$ cat src/rtl/sa_pkg.sv
// Shared types and width defaults for the input-stationary systolic array controller.
package sa_pkg;

  typedef enum logic [1:0] {
    IDLE  = 2'd0,
    LOAD  = 2'd1,
    PROC  = 2'd2,
    DRAIN = 2'd3
  } sa_state_t;

  localparam int SA_INPUT_WIDTH  = 16;
  localparam int SA_WEIGHT_WIDTH = 16;
  localparam int SA_ARRAY_HEIGHT = 4;
  localparam int SA_ARRAY_WIDTH  = 4;
  localparam int SA_CNT_WIDTH    = 16;

  // A weight row needs HEIGHT+WIDTH cycles to cross the array and emerge as a psum row.
  function automatic int sa_drain_lat(input int height, input int width);
    return height + width;
  endfunction

  localparam int SA_DRAIN_LAT = sa_drain_lat(SA_ARRAY_HEIGHT, SA_ARRAY_WIDTH);

endpackage

$ cat src/rtl/sa_valid_delay.sv
// Fixed-depth 1-bit delay line with async clear; carries the result-row tag through the array.
module sa_valid_delay #(
  parameter int DEPTH = 8
) (
  input  logic clk,
  input  logic rst_n,
  input  logic d,
  output logic q
);

  logic [DEPTH-1:0] pipe;

  generate
    if (DEPTH == 1) begin : g_one
      always_ff @(posedge clk or negedge rst_n)
        if (!rst_n) pipe <= '0;
        else        pipe <= d;
    end else begin : g_many
      always_ff @(posedge clk or negedge rst_n)
        if (!rst_n) pipe <= '0;
        else        pipe <= {pipe[DEPTH-2:0], d};
    end
  endgenerate

  assign q = pipe[DEPTH-1];

endmodule

$ cat src/rtl/systolic_array_is_ctrl.sv
// Job sequencer for the input-stationary systolic array: load activations, stream weights, drain.
// Optional SA_CTRL_PERF_EN adds busy-cycle and weight-bubble counters for the last job.
module systolic_array_is_ctrl
  import sa_pkg::*;
#(
  parameter int INPUT_WIDTH  = SA_INPUT_WIDTH,
  parameter int WEIGHT_WIDTH = SA_WEIGHT_WIDTH,
  parameter int ARRAY_HEIGHT = SA_ARRAY_HEIGHT,
  parameter int ARRAY_WIDTH  = SA_ARRAY_WIDTH,
  parameter int DRAIN_LAT    = sa_drain_lat(ARRAY_HEIGHT, ARRAY_WIDTH),
  parameter int CNT_WIDTH    = SA_CNT_WIDTH
) (
  input  logic                                clk,
  input  logic                                rst_n,
  input  logic                                start,
  input  logic [CNT_WIDTH-1:0]                num_wrows,
  output logic                                busy,
  output logic                                done,
  input  logic                                act_valid,
  output logic                                act_ready,
  input  logic [ARRAY_HEIGHT*INPUT_WIDTH-1:0] act_data,
  input  logic                                wgt_valid,
  output logic                                wgt_ready,
  input  logic [ARRAY_WIDTH*WEIGHT_WIDTH-1:0] wgt_data,
  output logic                                input_en,
  output logic [ARRAY_HEIGHT*INPUT_WIDTH-1:0] input_out,
  output logic                                process_en,
  output logic [ARRAY_WIDTH*WEIGHT_WIDTH-1:0] weight_out,
  output logic                                psum_valid
`ifdef SA_CTRL_PERF_EN
  ,
  output logic [31:0]                         perf_cycles,
  output logic [31:0]                         perf_bubbles
`endif
);

  localparam int LW = $clog2(ARRAY_HEIGHT + 1);
  localparam int DW = $clog2(DRAIN_LAT + 1);

  sa_state_t            state;
  logic [CNT_WIDTH-1:0] nw_q;
  logic [CNT_WIDTH-1:0] wcnt;
  logic [LW-1:0]        lcnt;
  logic [DW-1:0]        dcnt;
  logic                 beat;
  logic                 go;

  assign busy       = (state != IDLE);
  assign act_ready  = (state == LOAD);
  assign wgt_ready  = (state == PROC);
  assign process_en = (state == PROC) || (state == DRAIN);
  assign input_en   = act_valid & act_ready;
  assign beat       = wgt_valid & wgt_ready;
  assign input_out  = input_en ? act_data : '0;
  assign weight_out = beat ? wgt_data : '0;
  // The done cycle is already IDLE, but a start there still belongs to the finishing job.
  assign go         = (state == IDLE) && start && !done;

  always_ff @(posedge clk or negedge rst_n) begin
    if (!rst_n) begin
      state <= IDLE;
      done  <= 1'b0;
      nw_q  <= '0;
      wcnt  <= '0;
      lcnt  <= '0;
      dcnt  <= '0;
    end else begin
      done <= 1'b0;
      case (state)
        IDLE: if (go) begin
          state <= LOAD;
          nw_q  <= num_wrows;
          lcnt  <= '0;
        end
        LOAD: if (act_valid) begin
          if (lcnt == LW'(ARRAY_HEIGHT - 1)) begin
            lcnt <= '0;
            if (nw_q == '0) begin
              state <= IDLE;
              done  <= 1'b1;
            end else begin
              state <= PROC;
              wcnt  <= '0;
            end
          end else begin
            lcnt <= lcnt + 1'b1;
          end
        end
        PROC: if (wgt_valid) begin
          if (wcnt == nw_q - 1'b1) begin
            state <= DRAIN;
            dcnt  <= '0;
          end else begin
            wcnt <= wcnt + 1'b1;
          end
        end
        DRAIN: begin
          if (dcnt == DW'(DRAIN_LAT - 1)) begin
            state <= IDLE;
            done  <= 1'b1;
          end else begin
            dcnt <= dcnt + 1'b1;
          end
        end
        default: state <= IDLE;
      endcase
    end
  end

  sa_valid_delay #(.DEPTH(DRAIN_LAT)) u_vld (
    .clk   (clk),
    .rst_n (rst_n),
    .d     (beat),
    .q     (psum_valid)
  );

`ifdef SA_CTRL_PERF_EN
  always_ff @(posedge clk or negedge rst_n) begin
    if (!rst_n) begin
      perf_cycles  <= '0;
      perf_bubbles <= '0;
    end else if (go) begin
      perf_cycles  <= '0;
      perf_bubbles <= '0;
    end else begin
      if (busy && perf_cycles != '1) perf_cycles <= perf_cycles + 1'b1;
      if (state == PROC && !wgt_valid && perf_bubbles != '1) perf_bubbles <= perf_bubbles + 1'b1;
    end
  end
`endif

endmodule

$ cat config.mk
export PLATFORM = sky130hd
export DESIGN_NAME = systolic_array_is_ctrl
export DESIGN_NICKNAME = d
export VERILOG_FILES = /design/src/rtl/sa_pkg.sv /design/src/rtl/sa_valid_delay.sv /design/src/rtl/systolic_array_is_ctrl.sv
export SDC_FILE = /design/constraint.sdc
export NUM_CORES = 1
export LEC_CHECK = 0
export ABC_CLOCK_PERIOD_IN_PS = 3100
export CORE_MARGIN = 4
export CORE_UTILIZATION = 32
export DETAILED_ROUTE_END_ITERATION = 12
export PLACE_DENSITY_LB_ADDON = 0.08
export SLEW_MARGIN = 20
export SYNTH_ARGS = -nofsm -noshare
export SYNTH_HDL_FRONTEND = slang
export SYNTH_SLANG_ARGS = --single-unit
$ cat constraint.sdc
create_clock -name clk -period 3.1 [get_ports clk]
set_clock_uncertainty 0.15 [all_clocks]
set_input_delay 0.31 -clock clk [delete_from_list [all_inputs] [get_ports clk]]
set_output_delay 0.31 -clock clk [all_outputs]
set_load 0.01 [all_outputs]
# Word-level counts from Yosys, hierarchy flattened
# Index checks and enable logic that the tools add are counted.
dict set report op_classes {
  bitwise 2
  n_reduce_logical 15
  addsub 4
  eq_ne 15
  n_mux 29
}
# operator n
set op_table {}
lappend op_table {{$mux 64} 2}
lappend op_table {{$mux 16} 5}
lappend op_table {{$pmux 16 s2} 1}
lappend op_table {{$add 16x1->16 const B} 1}
lappend op_table {{$eq 16x16->1} 1}
lappend op_table {{$logic_not 16->1} 1}
lappend op_table {{$sub 16x1->16 const B} 1}
lappend op_table {{$mux 2} 7}
lappend op_table {{$mux 4} 3}
lappend op_table {{$ne 2x2->1 const B} 6}
lappend op_table {{$reduce_and 6->1} 2}
lappend op_table {{$mux 3} 3}
lappend op_table {{$pmux 2 s4} 1}
lappend op_table {{$pmux 4 s2} 1}
lappend op_table {{$reduce_bool 2->1} 4}
lappend op_table {{$ne 2x1->1 const B} 3}
lappend op_table {{$pmux 3 s2} 1}
lappend op_table {{$add 4x1->4 const B} 1}
lappend op_table {{$eq 2x2->1 const B} 2}
lappend op_table {{$eq 4x3->1 const B} 1}
lappend op_table {{$mux 1} 4}
lappend op_table {{$reduce_and 4->1} 1}
lappend op_table {{$add 3x1->3 const B} 1}
lappend op_table {{$eq 3x2->1 const B} 1}
lappend op_table {{9 further kinds} 11}
dict set report word_totals {
  inputBits 149
  register_bits 50
  out_inout_bits 135
  elab_cells 72
}

# Depth between registers and ports, before layout
# Gate-level depths: netlist of run 1.
dict set report logic_depth {
  ltp_word 5
  depth_mapped 13
  mapped_depth_nobuf 10
}

# Hierarchy
# Synthesis of run 1 repeated with hierarchy kept, for this count alone.
dict set report hier_totals {
  hier_cells 448
  hier_area_um2 3686.0
}
# module area_each_um2 cells_each seq_area_each_um2 instances
set by_module_without_submodules {}
lappend by_module_without_submodules {systolic_array_is_ctrl 3485.8 440 1051.0 1}
lappend by_module_without_submodules {sa_valid_delay 200.2 8 200.2 1}

# Worst setup path before layout of run 1
# Ideal clock, no wire load.
dict set report synth_path {
  path_type {register -> register}
  startpoint {reg nw_q[3]}
  endpoint {reg wcnt[0]}
  required_time_ps 2825
  arrival_time_ps 2850
  stages_incl_launch_ff 12
  path_buffers 3
  period_less_slack_ps 3125
  setup_time_ps 125
  slack_ps -25
  path_cell_list {dfrtp_1 > buf_4 > nor4_1 > and2_0 > clkbuf_1 > nand3b_1 > xnor2_1 > a2111oi_2 > and3_4 > buf_6 > nor2_2 > mux2_2}
}
dict set report synth_between {
  elab_chain_cells 4
  word_cells_on_any_way 6
  classes_between {add/sub: 1; eq/ne: 3; reduce/logical: 2}
}
# item line_no
set synth_rtl {}
lappend synth_rtl {{from (decl)} systolic_array_is_ctrl.sv:41} ;# logic [CNT_WIDTH-1:0] nw_q;
lappend synth_rtl {{from (signal assigned)} systolic_array_is_ctrl.sv:72} ;# nw_q <= num_wrows;
lappend synth_rtl {{$sub 16x1->16} systolic_array_is_ctrl.sv:90} ;# if (wcnt == nw_q - 1'b1) begin
lappend synth_rtl {{$eq 16x16->1} systolic_array_is_ctrl.sv:90}
lappend synth_rtl {{$ne 2x2->1 (no line)} --}
lappend synth_rtl {{$reduce_and 6->1 (no line) *} --}
lappend synth_rtl {{to (signal assigned)} systolic_array_is_ctrl.sv:94} ;# wcnt <= wcnt + 1'b1;
lappend synth_rtl {{to (decl)} systolic_array_is_ctrl.sv:42} ;# logic [CNT_WIDTH-1:0] wcnt;
# Every way passes the cells marked *; elsewhere a longest branch is shown, timed or not.
# A chain may end at the register's enable or synchronous reset.

# Worst setup path after layout of run 1
dict set report layout_path {
  startpoint {reg nw_q[8]}
  endpoint {reg wcnt[9]}
}
# The elaborated chain is that of the path after synthesis.

==> results.json, run 1 <==
{
  "status": "complete, no violations",
  "root_buffer": "clkbuf_16",
  "numClockSinks": 50,
  "die-area_um2": 14000,
  "syn_nets": 630,
  "diodes": 0,
  "cp_top_family": "simple AND/OR/NAND/NOR gates",
  "slew_headroom_pct": 66.3,
  "antenna_found_initial": 0,
  "path_class": "register to register",
  "drt-initial-drc-count": 259,
  "syn2layout_area_growth_pct": 84.4,
  "syn_inst": 477,
  "yosys.area_share.simple_pct": 38.9,
  "numCtsBuffers": 5,
  "power_frac_seq_pct": 29.8,
  "globalRoute.totalOverflow": 0,
  "setup-tns-final_ps": 0,
  "fp.dieH_um": 118,
  "grt_usage_pct": 22.8,
  "ir_worst_vdd_uv": 230,
  "worst-path-buf-inv": 0,
  "p_leak_nw": 3.30,
  "worstSetupEndpointType": "register",
  "hold_viol": 0,
  "synth-async-reset-ratio_pct": 100,
  "internal_power_mw": 2.33,
  "ys_seq_area_share_pct": 32.1,
  "final_antenna_net_count": 0,
  "crit_path_max_fanout": 13,
  "die-width_um": 118,
  "core_um2": 12000,
  "globalplace.congestion": 0.908,
  "synth-seq-cells": 50,
  "dp_hpwl_mm": 13.3,
  "slowest_delay_ps": 570,
  "dpl_cell_area_um2": 6950,
  "maxCapViolCount": 0,
  "finalInstanceArea_um2": 7180,
  "finalCriticalPeriod_ps": 2960,
  "synth_warnings": 0,
  "avgSynthCellArea_um2": 8.16,
  "grt_max_degree": 51,
  "synth-compound-area-share_pct": 11.2,
  "drt-total-wl_mm": 16.5,
  "grt_pass1_wl_mm": 26.1,
  "pin_count": 284,
  "clock_path_buffers": 2,
  "drive_above_1_share_pct": 10.4,
  "initial_core_util_pct": 32.5,
  "synthFlopType": "dfrtp_1",
  "crit_path_start_kind": "register",
  "cts_tree": "done",
  "synth-edff-count": 0,
  "crit_required_ps": 3120,
  "insertion_delay_ps": 290,
  "clkPwrFrac_pct": 16.3,
  "vias_per_cell": 5.26,
  "clock.fmax_mhz": 338,
  "cpMaxStageDelayCell": "or4_4",
  "vias": 4730,
  "synth_mux_area_share_pct": 4.85,
  "first_pass_iters": 4,
  "portBuffers": 283,
  "grt_pass1_vias": 4874,
  "route.detailed.drc": 0,
  "min_path_type": "register to register",
  "post-route-period-util_pct": 95.5,
  "path_clk_slew_ps": 60,
  "yosys.area_share.xor_xnor_pct": 5.18,
  "combPwrFrac_pct": 53.9,
  "post_drt_wl_per_cell_um": 18.4,
  "synth_fa_ha_area_share_pct": 1.29,
  "worst_pin_slew_ps": 505,
  "swShare_pct": 39.2,
  "nNetsFinal": 905,
  "synth_area_um2": 3890,
  "switchingPower_mw": 1.50,
  "path_cells": "or4_4, nor4_4, mux2i_1, or3b_1, a21oi_2, and3_4, nor3_1, a211o_1",
  "slew_viol_final": 0,
  "yosysUniqueCellTypes": 54,
  "power.total_mw": 3.83,
  "placementRows": 40,
  "h-tree-depth": 2,
  "setup_viol": 0,
  "synth_top_family_by_area": "simple AND/OR/NAND/NOR gates",
  "cellPowerDensity_nw_per_um2": 534,
  "arrival_ps": 2980
}
final timing paths:
check,start,endpoint,slack [ps],cells after the start
min in group asynchronous,rst_n,nw_q[7]$_DFFE_PN0P_,370,2
max in group asynchronous,rst_n,u_vld.pipe[0]$_DFF_PN0_,1660,3
max reg2reg,nw_q[8]$_DFFE_PN0P_,wcnt[9]$_DFFE_PN0P_,140,8
min,u_vld.pipe[4]$_DFF_PN0_,u_vld.pipe[5]$_DFF_PN0_,200,0
max,nw_q[8]$_DFFE_PN0P_,wcnt[9]$_DFFE_PN0P_,140,8
min reg2reg,u_vld.pipe[4]$_DFF_PN0_,u_vld.pipe[5]$_DFF_PN0_,200,0
stage by stage:
step	worst slack [ps]	hold slack, ps	instances	utilization [%]
floorplan	120	-136	477	-
global placement	212	146	889	58.1
detailed placement	101	158	889	58.1
CTS	85.9	201	898	59.6
global route	-0.843	209	900	60.0
finish	141	199	900	60.0
layout make-up:
type                            instances  area [um^2]
Fill cell                            1062         4780
Timing Repair Buffer                  319         3100
Multi-Input combinational cell        368         2440
Sequential cell                        50         1250
Tap cell                              147          184
Clock buffer                            5          125
Clock inverter                          3         43.8
Inverter                                8         30.0
power by group through the flow:
stage                     registers [mW]  clock network, mW  logic, mW
after floorplan                     1.05                  0       1.23
after detailed placement            1.15                  0       2.02
final                               1.14              0.625       2.06
after global placement              1.13                  0       1.98
after global routing                1.17              0.672       2.27
after CTS                           1.14              0.640       2.03
registers in the layout, summed over array words and instances (netlist names), named ones only:
name / cells
nw_q: 16
wcnt: 16
u_vld.pipe: 8
dcnt: 4
lcnt: 3
done: 1
state: 1
routing by layer:
metal,wire [um],track usage [%]
met2,8280,38.5
met3,1300,7.89
met5,0,0
met4,351,6.01
met1,6600,27.7
cell families after synthesis:
| logic type | Yosys count |
|---|---|
| muxes | 16 |
| and+or+nand+nor | 265 |
| DFF | 50 |
| AOI/OAI and AO/OA | 60 |
| buffers and inverters | 59 |
| xor gates and xnor gates | 23 |
| adders and majority gates | 4 |
synthesized netlist by cell type (2+ instances only):
master / n / area share (%)
a31oi_1: 5 / 0.80
nand3_1: 11 / 1.4
or4_1: 3 / 0.58
nor4_1: 3 / 0.48
a211o_1: 2 / 0.45
a21oi_1: 7 / 0.90
xnor2_1: 12 / 2.7
a22o_1: 3 / 0.68
clkbuf_1: 43 / 4.1
buf_6: 3 / 0.87
or2_2: 4 / 0.64
o21ai_0: 12 / 1.5
ha_1: 4 / 1.3
dfrtp_1: 50 / 32
a21o_1: 4 / 0.77
nand4_1: 7 / 1.1
a41oi_1: 2 / 0.45
a22oi_1: 2 / 0.39
buf_2: 3 / 0.39
xor2_1: 11 / 2.5
nand2_1: 39 / 3.8
o211ai_1: 4 / 0.77
a41o_1: 2 / 0.51
or4_4: 2 / 0.58
mux2i_1: 2 / 0.51
mux2_2: 13 / 3.8
a32oi_1: 5 / 1.1
o21a_1: 2 / 0.39
nor2_1: 22 / 2.1
nor3b_1: 2 / 0.39
nand2b_1: 2 / 0.32
inv_1: 8 / 0.77
o31a_1: 2 / 0.45
o32ai_1: 2 / 0.45
nor2b_1: 8 / 1.3
and3_1: 136 / 22
nor3_1: 18 / 2.3
placed cells by master (no fill, tap or decap), drive strengths merged, types with 3 or more instances in the layout:
| cell type | count |
|---|---|
| a31oi | 6 |
| nand4 | 7 |
| xor2 | 11 |
| and3 | 137 |
| inv | 9 |
| nor3 | 18 |
| or2 | 4 |
| xnor2 | 12 |
| a32oi | 5 |
| o21ai | 12 |
| or4 | 5 |
| nor2 | 23 |
| nand3 | 12 |
| clkdlybuf4s50 | 282 |
| a22o | 3 |
| mux2 | 13 |
| a21o | 4 |
| a21oi | 8 |
| nand2 | 39 |
| nor2b | 8 |
| buf | 36 |
| clkbuf | 5 |
| dfrtp | 50 |
| o211ai | 4 |
| nor4 | 4 |
| ha | 4 |
what timing repair did:
item / 4_1_cts / 5_1_grt
gates resized for setup: 0 / 6
endpoints found under the setup margin: 0 / 12
buffers inserted: 0 / 2
hold buffers: 1 / 0
hold endpoints to repair: 21 / 0
Note: power is estimated with default switching activity, not from simulation.
==> inputs of run 2 (changes only) <==
--- a/config.mk
+++ b/config.mk
@@ -9,7 +9,7 @@
 export CORE_MARGIN = 4
 export CORE_UTILIZATION = 32
 export DETAILED_ROUTE_END_ITERATION = 12
-export PLACE_DENSITY_LB_ADDON = 0.08
+export PLACE_DENSITY = 0.89
 export SLEW_MARGIN = 20
 export SYNTH_ARGS = -nofsm -noshare
 export SYNTH_HDL_FRONTEND = slang
==> run 2 against run 1 <==
  * Hold slack better by 0.75 ps
  * Global-route usage is 0.52 points higher
  * Design area decreased by 0.64%
  * Combinational power about the same
  * Critical path depth rose by 2
  * Via count grew 0.63%
  * Power shrank 1.4%
==> results.json, run 2 (same netlist as run 1, synthesis figures left out) <==
{
  "status": "complete, no violations",
  "grt_pass1_wl_mm": 26.6,
  "fin_ws_ps": 64.9,
  "syn2layout_area_growth_pct": 83.2,
  "first_pass_iters": 6,
  "globalRoute.totalOverflow": 0,
  "reg2reg_depth": 10,
  "grt_max_degree": 54,
  "whs_path_depth": 0,
  "path_clk_slew_ps": 70,
  "fillers": 1030,
  "finalCriticalPeriod_ps": 3040,
  "placedCellCount": 887,
  "stdcell_count": 898,
  "timing.rr.start": "nw_q[2]$_DFFE_PN0P_",
  "cts_tree": "done",
  "crit_path_start_kind": "register",
  "drt-initial-drc-count": 417,
  "die-width_um": 118,
  "ir_worst_vdd_uv": 221,
  "clkPwrFrac_pct": 15.2,
  "vias_per_cell": 5.30,
  "core_um2": 12000,
  "final_common_cell": "clkdlybuf4s50_1",
  "drive_above_1_share_pct": 10.0,
  "grt_usage_pct": 23.3,
  "setup_viol": 0,
  "dp_hpwl_mm": 13.1,
  "drt-total-wl_mm": 17.0,
  "hold_viol": 0,
  "slew_headroom_pct": 54.6,
  "clock.fmax_mhz": 329,
  "vias": 4760,
  "crit_path_max_fanout": 13,
  "cp_top_family": "simple AND/OR/NAND/NOR gates",
  "initial_core_util_pct": 32.5,
  "worst-path-buf-inv": 2,
  "r2r_end": "wcnt[0]$_DFFE_PN0P_",
  "final_antenna_net_count": 0,
  "worst-r2r-setup-slack_ps": 60,
  "power_frac_seq_pct": 30.8,
  "min_path_type": "register to register",
  "worstSetupEndpointType": "register",
  "whs_ps": 200,
  "grt_pass1_vias": 4891,
  "p_leak_nw": 3.27,
  "post-route-period-util_pct": 97.9,
  "globalplace.congestion": 0.902,
  "arrival_ps": 3060,
  "reg.largest.list": "nw_q (16), wcnt (16), u_vld.pipe (8)",
  "route.detailed.drc": 0,
  "clock_path_buffers": 2,
  "cellPowerDensity_nw_per_um2": 529,
  "numClockSinks": 50,
  "pin_count": 284,
  "h-tree-depth": 2,
  "slowest_delay_ps": 450,
  "maxCapViolCount": 0,
  "insertion_delay_ps": 290,
  "antenna_found_initial": 1,
  "internal_power_mw": 2.25,
  "path_cells": "buf_4, nor3_1, nand2_1, xnor2_1, or4_1, a2111oi_2, buf_4, and3_4, nor2_2, mux2_2",
  "final_cell_mix": "281 x clkdlybuf4s50_1, 136 x and3_1, 50 x dfrtp_1",
  "die-area_um2": 14000,
  "holdPathEnd": "u_vld.pipe[7]$_DFF_PN0_",
  "slew_viol_final": 0,
  "placementRows": 40,
  "crit_required_ps": 3130,
  "portBuffers": 283,
  "combPwrFrac_pct": 54.0,
  "worst_pin_slew_ps": 681,
  "swShare_pct": 40.3,
  "place_ws_ps": 128,
  "post_drt_wl_per_cell_um": 18.9,
  "nNetsFinal": 902,
  "path_class": "register to register",
  "numCtsBuffers": 5,
  "cpMaxStageDelayCell": "or4_1",
  "critPathMostFrequentCell": "buf_4",
  "fp.dieH_um": 118,
  "switchingPower_mw": 1.52,
  "root_buffer": "clkbuf_16",
  "min_from": "u_vld.pipe[6]$_DFF_PN0_"
}
==> run 2: cell types whose count changed in the layout (fill, tap and decap cells not counted), sizes merged <==
cell and change:
diode +1, buf -2, clkinv -1, clkdlybuf4s50 -1, clkinvlp +1, clkbuf +1, bufinv -1
==> run 2: per-stage QoR <==
stage               instance area [um^2]  power, mW  util [%]  TNS (ps)
floorplan                           3900       2.28         -         0
global placement                    6930       3.07      57.9         0
detailed placement                  6930       3.15      57.9         0
CTS                                 7090       3.75      59.2         0
global route                        7130       4.05      59.6     -31.0
finish                              7130       3.78      59.6         0
==> run 2: final cells by class <==
cell class | instances | area, um^2 | share of cell area [%]
multi-input combinational | 368 | 2430 | 34.1
timing repair buffer | 316 | 3080 | 43.1
sequential | 50 | 1250 | 17.5
clock buffer | 6 | 139 | 1.95
inverter | 8 | 30.0 | 0.421
clock inverter | 2 | 16.3 | 0.228
antenna | 1 | 2.50 | 0.0351
tap | 147 | 184 | 2.58
==> run 2: layer usage <==
metal / track usage [%] / part of all wire, %
met1: 28.3 / 39
met2: 40.5 / 50
met3: 6.99 / 9.0
met4: 5.86 / 1.7
met5: 0 / 0
==> run 2: how the worst max path moves through the flow <==
stage | startpoint | cells past startpoint | slack, ps | endpoint
after global routing | nw_q[1]$_DFFE_PN0P_ | 11 | -20 | wcnt[12]$_DFFE_PN0P_
after floorplan | nw_q[0]$_DFFE_PN0P_ | 11 | 120 | wcnt[0]$_DFFE_PN0P_
after global placement | nw_q[2]$_DFFE_PN0P_ | 8 | 220 | wcnt[9]$_DFFE_PN0P_
final | nw_q[2]$_DFFE_PN0P_ | 10 | 60 | wcnt[0]$_DFFE_PN0P_
after CTS | nw_q[2]$_DFFE_PN0P_ | 8 | 110 | dcnt[0]$_DFFE_PN0P_
after detailed placement | nw_q[2]$_DFFE_PN0P_ | 8 | 130 | dcnt[0]$_DFFE_PN0P_
==> run 2: power groups by stage <==
| stage | registers [mW] | clock network [mW] | logic, mW |
|---|---|---|---|
| after detailed placement | 1.16 | 0 | 1.99 |
| after CTS | 1.15 | 0.589 | 2.01 |
| after global routing | 1.19 | 0.608 | 2.25 |
| after floorplan | 1.05 | 0 | 1.23 |
| final | 1.16 | 0.575 | 2.04 |
| after global placement | 1.13 | 0 | 1.94 |
==> run 2: timing repair <==
item,in CTS,in global routing
buffers inserted,0,1
endpoints found under the hold margin,0,50
hold buffers,0,1
endpoints found under the setup margin,0,10
gates resized for setup,0,4
